`src/rtl/seg_scan_display_if.sv`:
```
// Load port for seg_scan_display: a digit set offered with valid/ready.
// Optional SEG_SCAN_BLINK_EN adds a per-digit blink mask carried with the codes.
interface seg_scan_display_if #(
  parameter int NUM_DIGITS = 6
);
  // Transfer happens on a rising clk edge where load_valid && load_ready are both 1;
  // the source holds codes_in/dp_in (and blink_mask) stable while load_valid is high.
  logic                    load_valid;
  logic                    load_ready;
  logic [5*NUM_DIGITS-1:0] codes_in;
  logic [NUM_DIGITS-1:0]   dp_in;
`ifdef SEG_SCAN_BLINK_EN
  logic [NUM_DIGITS-1:0]   blink_mask;

  modport master (output load_valid, codes_in, dp_in, blink_mask, input load_ready);
  modport slave  (input load_valid, codes_in, dp_in, blink_mask, output load_ready);
`else
  modport master (output load_valid, codes_in, dp_in, input load_ready);
  modport slave  (input load_valid, codes_in, dp_in, output load_ready);
`endif
endinterface

```
`src/rtl/seg_scan_display.sv`:
```
// Multiplexed common-anode seven-segment driver with frame-boundary data apply.
// Optional blinking of masked digits when SEG_SCAN_BLINK_EN is defined.
module seg_scan_display #(
  parameter int NUM_DIGITS  = 6,
  parameter int SCAN_DIV    = 50000,
  parameter int DEAD_CYCLES = 4,
  parameter int BLINK_DIV   = 25000000
) (
  input  logic                  clk,
  input  logic                  rst_n,
  seg_scan_display_if.slave     load_if,
  input  logic                  lz_en,
  output logic [6:0]            seg_data,
  output logic                  seg_dp,
  output logic [NUM_DIGITS-1:0] seg_sel,
  output logic                  frame_tick
);
  localparam int CW = (SCAN_DIV > 1) ? $clog2(SCAN_DIV) : 1;
  localparam int IW = (NUM_DIGITS > 1) ? $clog2(NUM_DIGITS) : 1;

  if (SCAN_DIV <= DEAD_CYCLES + 1 || BLINK_DIV < 1) begin : g_bad_params
    $error("seg_scan_display: SCAN_DIV must exceed DEAD_CYCLES+1 and BLINK_DIV must be positive");
  end

  function automatic logic [6:0] seg_decode(input logic [4:0] code);
    case (code)
      5'd0:  seg_decode = 7'h40;  5'd1:  seg_decode = 7'h79;
      5'd2:  seg_decode = 7'h24;  5'd3:  seg_decode = 7'h30;
      5'd4:  seg_decode = 7'h19;  5'd5:  seg_decode = 7'h12;
      5'd6:  seg_decode = 7'h02;  5'd7:  seg_decode = 7'h78;
      5'd8:  seg_decode = 7'h00;  5'd9:  seg_decode = 7'h10;
      5'd10: seg_decode = 7'h08;  5'd11: seg_decode = 7'h03;
      5'd12: seg_decode = 7'h46;  5'd13: seg_decode = 7'h21;
      5'd14: seg_decode = 7'h06;  5'd15: seg_decode = 7'h0E;
      5'd17: seg_decode = 7'h3F;
      default: seg_decode = 7'h7F;
    endcase
  endfunction

  logic [CW-1:0]         cnt_q, cnt_d;
  logic [IW-1:0]         idx_q, idx_d;
  logic                  wrap_q;
  logic [6:0]            seg_data_q, seg_data_d;
  logic                  seg_dp_q, seg_dp_d;
  logic [NUM_DIGITS-1:0] seg_sel_q, seg_sel_d;
  logic                  frame_tick_q;
  logic                  pend_full_q, pend_full_d;
  logic [4:0]            pend_code_q [NUM_DIGITS];
  logic [4:0]            pend_code_d [NUM_DIGITS];
  logic [NUM_DIGITS-1:0] pend_dp_q, pend_dp_d;
  logic [4:0]            disp_code_q [NUM_DIGITS];
  logic [4:0]            disp_code_d [NUM_DIGITS];
  logic [NUM_DIGITS-1:0] disp_dp_q, disp_dp_d;
  logic [NUM_DIGITS-1:0] lz_supp;
  logic                  lz_run;
  logic                  frame_end, capture, apply, digit_blank;

  assign frame_end = (cnt_q == CW'(SCAN_DIV - 1)) && (idx_q == IW'(NUM_DIGITS - 1));
  assign capture   = load_if.load_valid && !pend_full_q;
  assign apply     = frame_end && pend_full_q;

  // A digit is suppressed while every digit from the top down to it is a plain zero.
  always_comb begin
    lz_supp = '0;
    lz_run  = lz_en;
    for (int i = NUM_DIGITS - 1; i >= 1; i--) begin
      lz_run     = lz_run && (disp_code_q[i] == 5'd0) && !disp_dp_q[i];
      lz_supp[i] = lz_run;
    end
  end

`ifdef SEG_SCAN_BLINK_EN
  localparam int BW = (BLINK_DIV > 1) ? $clog2(BLINK_DIV) : 1;
  logic [BW-1:0]         blink_cnt_q;
  logic                  blink_off_q;
  logic [NUM_DIGITS-1:0] pend_blink_q, disp_blink_q;

  always_ff @(posedge clk or negedge rst_n) begin
    if (!rst_n) begin
      blink_cnt_q  <= '0;
      blink_off_q  <= 1'b0;
      pend_blink_q <= '0;
      disp_blink_q <= '0;
    end else begin
      if (blink_cnt_q == BW'(BLINK_DIV - 1)) begin
        blink_cnt_q <= '0;
        blink_off_q <= ~blink_off_q;
      end else begin
        blink_cnt_q <= blink_cnt_q + BW'(1);
      end
      if (apply)   disp_blink_q <= pend_blink_q;
      if (capture) pend_blink_q <= load_if.blink_mask;
    end
  end

  assign digit_blank = lz_supp[idx_q] || (blink_off_q && disp_blink_q[idx_q]);
`else
  assign digit_blank = lz_supp[idx_q];
`endif

  always_comb begin
    cnt_d       = cnt_q + CW'(1);
    idx_d       = idx_q;
    pend_full_d = pend_full_q;
    pend_code_d = pend_code_q;
    pend_dp_d   = pend_dp_q;
    disp_code_d = disp_code_q;
    disp_dp_d   = disp_dp_q;
    if (cnt_q == CW'(SCAN_DIV - 1)) begin
      cnt_d = '0;
      idx_d = (idx_q == IW'(NUM_DIGITS - 1)) ? '0 : idx_q + IW'(1);
    end
    // Capture needs an empty pending register and apply needs a full one, so they never collide.
    if (apply) begin
      disp_code_d = pend_code_q;
      disp_dp_d   = pend_dp_q;
      pend_full_d = 1'b0;
    end
    if (capture) begin
      for (int i = 0; i < NUM_DIGITS; i++) pend_code_d[i] = load_if.codes_in[5*i +: 5];
      pend_dp_d   = load_if.dp_in;
      pend_full_d = 1'b1;
    end
    seg_sel_d  = (cnt_q < CW'(DEAD_CYCLES)) ? '1 : ~(NUM_DIGITS'(1) << idx_q);
    seg_data_d = digit_blank ? 7'h7F : seg_decode(disp_code_q[idx_q]);
    seg_dp_d   = digit_blank ? 1'b1 : ~disp_dp_q[idx_q];
  end

  always_ff @(posedge clk or negedge rst_n) begin
    if (!rst_n) begin
      cnt_q        <= '0;
      idx_q        <= '0;
      wrap_q       <= 1'b0;
      frame_tick_q <= 1'b0;
      seg_data_q   <= 7'h7F;
      seg_dp_q     <= 1'b1;
      seg_sel_q    <= '1;
      pend_full_q  <= 1'b0;
      pend_dp_q    <= '0;
      disp_dp_q    <= '0;
      for (int i = 0; i < NUM_DIGITS; i++) begin
        pend_code_q[i] <= 5'd0;
        disp_code_q[i] <= 5'd16;
      end
    end else begin
      cnt_q        <= cnt_d;
      idx_q        <= idx_d;
      wrap_q       <= frame_end;
      frame_tick_q <= wrap_q;
      seg_data_q   <= seg_data_d;
      seg_dp_q     <= seg_dp_d;
      seg_sel_q    <= seg_sel_d;
      pend_full_q  <= pend_full_d;
      pend_code_q  <= pend_code_d;
      pend_dp_q    <= pend_dp_d;
      disp_code_q  <= disp_code_d;
      disp_dp_q    <= disp_dp_d;
    end
  end

  assign load_if.load_ready = ~pend_full_q;
  assign seg_data           = seg_data_q;
  assign seg_dp             = seg_dp_q;
  assign seg_sel            = seg_sel_q;
  assign frame_tick         = frame_tick_q;
endmodule

```
`src/flat_wrapper.sv`:
```
// flat-port wrapper written by rule: the top's interface ports become plain ports
module seg_scan_display_flat 
#(
  parameter int NUM_DIGITS  = 6,
  parameter int SCAN_DIV    = 50000,
  parameter int DEAD_CYCLES = 4,
  parameter int BLINK_DIV   = 25000000
)
  (clk, rst_n, lz_en, seg_data, seg_dp, seg_sel, frame_tick, load_if_load_valid, load_if_codes_in, load_if_dp_in, load_if_load_ready);
  seg_scan_display_if #(.NUM_DIGITS(NUM_DIGITS)) load_if_i ();
  input  logic clk;
  input  logic rst_n;
  input  logic lz_en;
  output logic [6:0] seg_data;
  output logic seg_dp;
  output logic [NUM_DIGITS-1:0] seg_sel;
  output logic frame_tick;
  input wire logic [$bits(load_if_i.load_valid)-1:0] load_if_load_valid;
  input wire logic [$bits(load_if_i.codes_in)-1:0] load_if_codes_in;
  input wire logic [$bits(load_if_i.dp_in)-1:0] load_if_dp_in;
  output wire logic [$bits(load_if_i.load_ready)-1:0] load_if_load_ready;
  assign load_if_i.load_valid = load_if_load_valid;
  assign load_if_i.codes_in = load_if_codes_in;
  assign load_if_i.dp_in = load_if_dp_in;
  assign load_if_load_ready = load_if_i.load_ready;
  seg_scan_display #(.NUM_DIGITS(NUM_DIGITS), .SCAN_DIV(SCAN_DIV), .DEAD_CYCLES(DEAD_CYCLES), .BLINK_DIV(BLINK_DIV)) u_core (.clk(clk), .rst_n(rst_n), .load_if(load_if_i), .lz_en(lz_en), .seg_data(seg_data), .seg_dp(seg_dp), .seg_sel(seg_sel), .frame_tick(frame_tick));
endmodule
```
`config.mk`:
```
export PLATFORM = sky130hd
export DESIGN_NAME = seg_scan_display_flat
export DESIGN_NICKNAME = d
export VERILOG_FILES = /design/src/rtl/seg_scan_display_if.sv /design/src/rtl/seg_scan_display.sv /design/src/flat_wrapper.sv
export SDC_FILE = /design/constraint.sdc
export NUM_CORES = 1
export LEC_CHECK = 0
export ABC_CLOCK_PERIOD_IN_PS = 2560
export CAP_MARGIN = 20
export CORE_MARGIN = 2
export CORE_UTILIZATION = 56
export CTS_CLUSTER_SIZE = 12
export DETAILED_ROUTE_END_ITERATION = 6
export PLACE_DENSITY = 0.8
export SETUP_SLACK_MARGIN = 0.3
export SLEW_MARGIN = 0
export SYNTH_ARGS = -nofsm -noshare
export SYNTH_HDL_FRONTEND = slang
export SYNTH_SLANG_ARGS = --single-unit
export TNS_END_PERCENT = 50
```
`constraint.sdc`:
```
create_clock -name clk -period 2.56 [get_ports clk]
set_input_delay 0.768 -clock clk [delete_from_list [all_inputs] [get_ports clk]]
set_output_delay 0.768 -clock clk [all_outputs]
set_load 0.005 [all_outputs]
```
* After elaboration in Yosys (flattened, before gate mapping)
Memories as Yosys holds them, arrays and structs flattened. Index checks and enable logic that the tools add are counted.
Cells by class: reductions and logical operators 25, equal/unequal tests 2, shift-type cells 1, bitwise gates (word level) 4, add/sub/neg operators 2, $lt $le $gt $ge 3, multiplexer cells 14
Operators with widths (number):
- logical NOT 5 bit | 5
- adder 16 x 1 -> 16 bit, second input constant | 1
- == test 16 bit, second input constant | 1
- less-than comparator 16 x 3 -> 1 bit, second input constant | 1
- 2-to-1 mux 16 bit | 1
- binary-select mux 5 bit (select 3 bit) | 1
- logical AND 1 bit | 13
- 2-to-1 mux 5 bit | 2
- 2-to-1 mux 7 bit | 1
- binary-select mux 1 bit (select 3 bit) | 2
- logical NOT 1 bit | 6
- 2-to-1 mux 6 bit | 1
- NOT 6 bit | 1
- left shift 1 x 3 -> 6 bit, first input constant | 1
- 2-to-1 mux 1 bit | 5
- >= comparator 4 bit, second input constant | 1
- less-than comparator 3 x 4 -> 1 bit, second input constant | 1
- NOT 3 -> 4 bit | 1
- adder 3 x 1 -> 3 bit, second input constant | 1
- == test 3 bit, second input constant | 1
- 2-to-1 mux 3 bit | 1
- NOT 1 bit | 2
- nonzero test 2 bit | 1
Storage, ports and cells: word-level logic and storage cells 74, flip-flop bits (word level) 108, memories kept 1, memory bits (read-only) 224
Memories:
- (no name shown) | depth 32, bits a word 7, rd ports 1, clocked after Yosys merged registers in 0, wr ports 0, RTL line seg_scan_display.sv:26 | case (code)

* Logic depth before layout (Yosys ltp)
depth after elaboration 14, gate-level depth with buffers 10, depth with buffers taken out 8

* Least setup slack after synthesis
OpenSTA, ideal clock, no wires.
path kind reg-to-reg, start register u_core.idx_q[1], end register u_core.seg_data_q[6] (netlist: u_core.seg_data[6]), required time 2.449 ns, library setup time 0.111 ns, slack 0.355 ns, path buffers 2, stages on the path, launching flop included 10, arrival 2.094 ns, cells stage by stage dfrtp_1 -> buf_2 -> buf_2 -> mux4_2 -> o2bb2ai_1 -> inv_1 -> ha_1 -> inv_1 -> or4_1 -> o311ai_0
On the way: word-level cells in the longest chain between the ends 6, elaborated cells on any way between the ends 8, those cells by class mux (6); bitwise (1); memory (1)
Ends and longest elaborated chain:
- from (decl) | RTL line seg_scan_display.sv:41 | logic [IW-1:0] idx_q, idx_d;
- from (signal assigned) | RTL line seg_scan_display.sv:147 | idx_q <= idx_d;
- NOT 3 -> 4 bit (implied by the code) | RTL line seg_scan_display.sv:125 | seg_data_d = digit_blank ? 7'h7F : seg_decode(disp_code_q[idx_q]);
- binary-select mux 5 bit (select 3 bit) | RTL line seg_scan_display.sv:125
- 2-to-1 mux 5 bit (implied by the code) (2 in series) | RTL line seg_scan_display.sv:125
- memory read (32 x 7 bit)
- 2-to-1 mux 7 bit * | RTL line seg_scan_display.sv:125
- via u_core.seg_data_d[6] | RTL line seg_scan_display.sv:43 | logic [6:0] seg_data_q, seg_data_d;
- to (signal assigned) | RTL line seg_scan_display.sv:150 | seg_data_q <= seg_data_d;
- to (decl) | RTL line seg_scan_display.sv:43
Mark *: on every way through the listed nets, which the timed path passes. The rest lies on a longest branch. The select of a mux whose other input is x is not followed. A chain may end at the register's enable or synchronous reset.

* Worst setup path in the final report
start input lz_en, end register u_core.seg_data_q[0] (netlist: u_core.seg_data[0])
On the way: word-level cells in the longest chain between the ends 13
Ends and longest elaborated chain:
- from (decl) | RTL line flat_wrapper.sv:13 | input logic lz_en;
- logical AND 1 bit * (2 in series) | RTL line seg_scan_display.sv:67 | lz_run = lz_run && (disp_code_q[i] == 5'd0) && !disp_dp_q[i];
- logical AND 1 bit (8 in series) | RTL line seg_scan_display.sv:67
- binary-select mux 1 bit (select 3 bit) * | RTL line seg_scan_display.sv:98 | assign digit_blank = lz_supp[idx_q];
- 2-to-1 mux 1 bit (implied by the code) * | RTL line seg_scan_display.sv:98
- 2-to-1 mux 7 bit * | RTL line seg_scan_display.sv:125
- via u_core.seg_data_d[0] | RTL line seg_scan_display.sv:43
Marks and branches as above.

==> results.toml <==
[clock_network]
cts-root-buf = "clkbuf_8"
cts_tree = "built"
cts.sinks = 108
clk_pin_slew_worst_paths_ns = 0.10
cts_buffers = 9
insertion_delay_ns = 0.37
postCtsHoldBufs = 0
htree_levels = 3
postCtsSetupBuffers = 0
cts_max_path_buffers = 2

[detailed_routing]
drt_drc_violations_left = 0
drt-total-wl_um = 8970
drtIter0Drc = 145
firstDrtPassIters = 4
via_count = 3052
ant_nets = 0
via_per_inst = 5.67
wl_per_cell_um = 16.7

[setup_path]
crit_slowest_cell = "or4b_2"
start_kind = "primary input"
cp-end-kind = "register"
path_class = "primary input to register"
max_stage_delay_ns = 0.62
crit_fanout = 6
path_cells = "clkdlybuf4s50_1, or4b_2, nor2_2, a41o_1, a21oi_2, o31ai_1"
r2r_end = "u_core.seg_data[6]$_DFF_PN1_"
r2r_cells = 7
required_ns = 2.83
timing.rr.start = "u_core.idx_q[0]$_DFFE_PN0N_"
r2r_setup_slack_ns = 0.40
cp.arrival_ns = 2.53

[yosys]
syn_nets = 411
syn_avg_cell_area_um2 = 13.6
synth_edf_count = 0
async_flop_share_pct = 100
syn_area_mm2 = 0.00493
ys_seq_area_share_pct = 55.3
synth_ff_type = "dfrtp_1"
synth.distinct_cells = 49
ys_ff_latch = 108
yosysTopAreaCell = "dfrtp_1"
synth_top_area_share_pct = 44.6
ys_warn_count = 0
synth.area.top_cells = "dfrtp_1 45%, dfstp_2 11%, mux2_2 10%"
synth_cells = 363

[grt]
grt_pass1_wl_um = 15400
grt_use_total_pct = 20.1
grt_pass1_vias = 3124
grt_antenna_before_repair = 0
gr-total-overflow = 0
grt_max_degree = 46

[timing]
fin_crit_ns = 2.26
fin_crit_sh_pct = 88.1
rsz0062_at_grt = "true"
worst_pin_slew_ns = 0.626
relSlewSlack_pct = 57.8
maxSlewViolCount = 0
fin_skew_ns = 0.0177
clock.fmax_ghz = 0.443
setup_slack_ns = 0.304
setup_viol = 0
hold_violations = 0

[die]
die_x_um = 97.9
placementRows = 34
die_y_um = 97.9
pin_count = 56
die_area_mm2 = 0.00957
core_mm2 = 0.00864
initial_core_util_pct = 57.1

[cells_and_area]
diodes = 0
layout_commonest_cell = "dfrtp_1"
synthToLayoutAreaGrowth_pct = 19.5
drive_gt1_share_pct = 32.3
nNetsFinal = 473
mostFrequentLayoutCells = "86 x dfrtp_1, 54 x clkdlybuf4s50_1, 45 x mux2_2"

[power]
p_leak_nw = 2.68
power_mw = 2.85
power.density_mw_per_mm2 = 485
irDropWorstVdd_mv = 0.309

[placed_design]
gp_routability_congestion = 0.910
dpl_worst_slack_ns = -0.161
dp_hpwl_um = 6580
portBuffers = 55

[hold_path]
hold_path.class = "primary input to async pin"

[status]
status = "finished, final reports clean"

[job]
maxCapViolations = 0
-- worst max-delay path: cells and delay by family --
family,cells,cell delay (ns)
AO/OA/AOI/OAI,3,0.47
buffers and inverters,1,0.50
AND/OR/NAND/NOR,2,0.78
-- power breakdown --
group | total [mW] | internal (mW) | switching, mW | leakage, nW
sequential | 1.75 | 1.74 | 0.0160 | 1.38
combinational | 0.126 | 0.0794 | 0.0465 | 1.21
clock | 0.977 | 0.382 | 0.596 | 0.0965
-- cells by family (layout without fill, tap and decap cells) --
kind of cell / count (synthesis) / in the layout / share of synthesized area (%)
compound gates: 30 / 30 / 4.64
xor+xnor: 14 / 14 / 2.49
fa+ha+maj: 8 / 8 / 2.03
buf+inv: 21 / 88 / 2.16
flops: 108 / 108 / 55.3
mux: 92 / 92 / 23.4
simple gates: 90 / 90 / 10.0
-- metal layers --
layer / vias up / GRT usage [%] / wire [um]
met5: - / 0 / 0
met4: 0 / 7.91 / 189
met3: 20 / 3.87 / 344
met2: 76 / 32.4 / 4560
met1: 1531 / 27.0 / 3870
li1: 1425 / - / -
-- worst max path at each step --
stage                                            from                      endpoint  slack, ns  cells after the start
after CTS                                       lz_en  u_core.seg_data[2]$_DFF_PN1_       0.29                      6
final                                           lz_en  u_core.seg_data[0]$_DFF_PN1_       0.30                      6
after global routing      u_core.idx_q[0]$_DFFE_PN0N_  u_core.seg_data[6]$_DFF_PN1_       0.27                     10
after global placement                          lz_en  u_core.seg_data[2]$_DFF_PN1_      -0.08                      6
after detailed placement                        lz_en  u_core.seg_data[2]$_DFF_PN1_      -0.16                      6
after floorplan           u_core.idx_q[1]$_DFFE_PN0N_  u_core.seg_data[6]$_DFF_PN1_       0.36                      9
-- cells in the mapped netlist, types with 5 or more instances --
cell type / number
o21ai_0: 5
clkbuf_1: 7
inv_1: 7
nor4_1: 6
dfrtp_1: 88
ha_1: 8
mux2_4: 30
nor3_1: 9
xnor2_1: 7
nor2_1: 20
nand3_1: 11
mux2_2: 45
mux2i_1: 15
dfstp_2: 20
and2_1: 6
nand2_1: 15
xor2_1: 7
-- sequential cells by signal, summed over array words and instances (netlist names) --
register / flops
u_core.disp_code_q: 30
u_core.pend_full_q: 1
u_core.seg_data: 7
u_core.seg_sel: 6
u_core.disp_dp_q: 6
u_core.frame_tick: 1
u_core.seg_dp: 1
u_core.wrap_q: 1
u_core.cnt_q: 16
u_core.pend_code_q: 30
u_core.pend_dp_q: 6
u_core.idx_q: 3
-- stage by stage --
stage | TNS [ns] | utilization (%) | hold slack [ns] | area, um^2 | instances
after floorplan | 0 | - | 0.331 | 4930 | 363
after detailed placement | -0.632 | 65.5 | 0.345 | 5660 | 522
final | 0 | 68.2 | 0.324 | 5890 | 538
after CTS | 0 | 67.7 | 0.327 | 5850 | 538
after global routing | 0 | 68.2 | 0.351 | 5890 | 538
after global placement | -0.217 | 65.5 | 0.334 | 5660 | 522
-- layout make-up --
type | count | area (um^2)
Fill cell | 641 | 2740
Tap cell | 108 | 135
Multi-Input combinational cell | 234 | 2150
Sequential cell | 108 | 2730
Timing Repair Buffer | 65 | 664
Clock buffer | 10 | 128
Inverter | 7 | 26.3
Clock inverter | 6 | 62.6
-- what timing repair did --
| action | 4_1_cts | 5_1_grt |
|---|---|---|
| resized for setup | 2 | 11 |
| hold endpoints to repair | 0 | 0 |
| pin swaps | 0 | 1 |
| endpoints found under the setup margin | 6 | 20 |
| gates cloned | 0 | 0 |
Power figures use the tool's default switching activity.
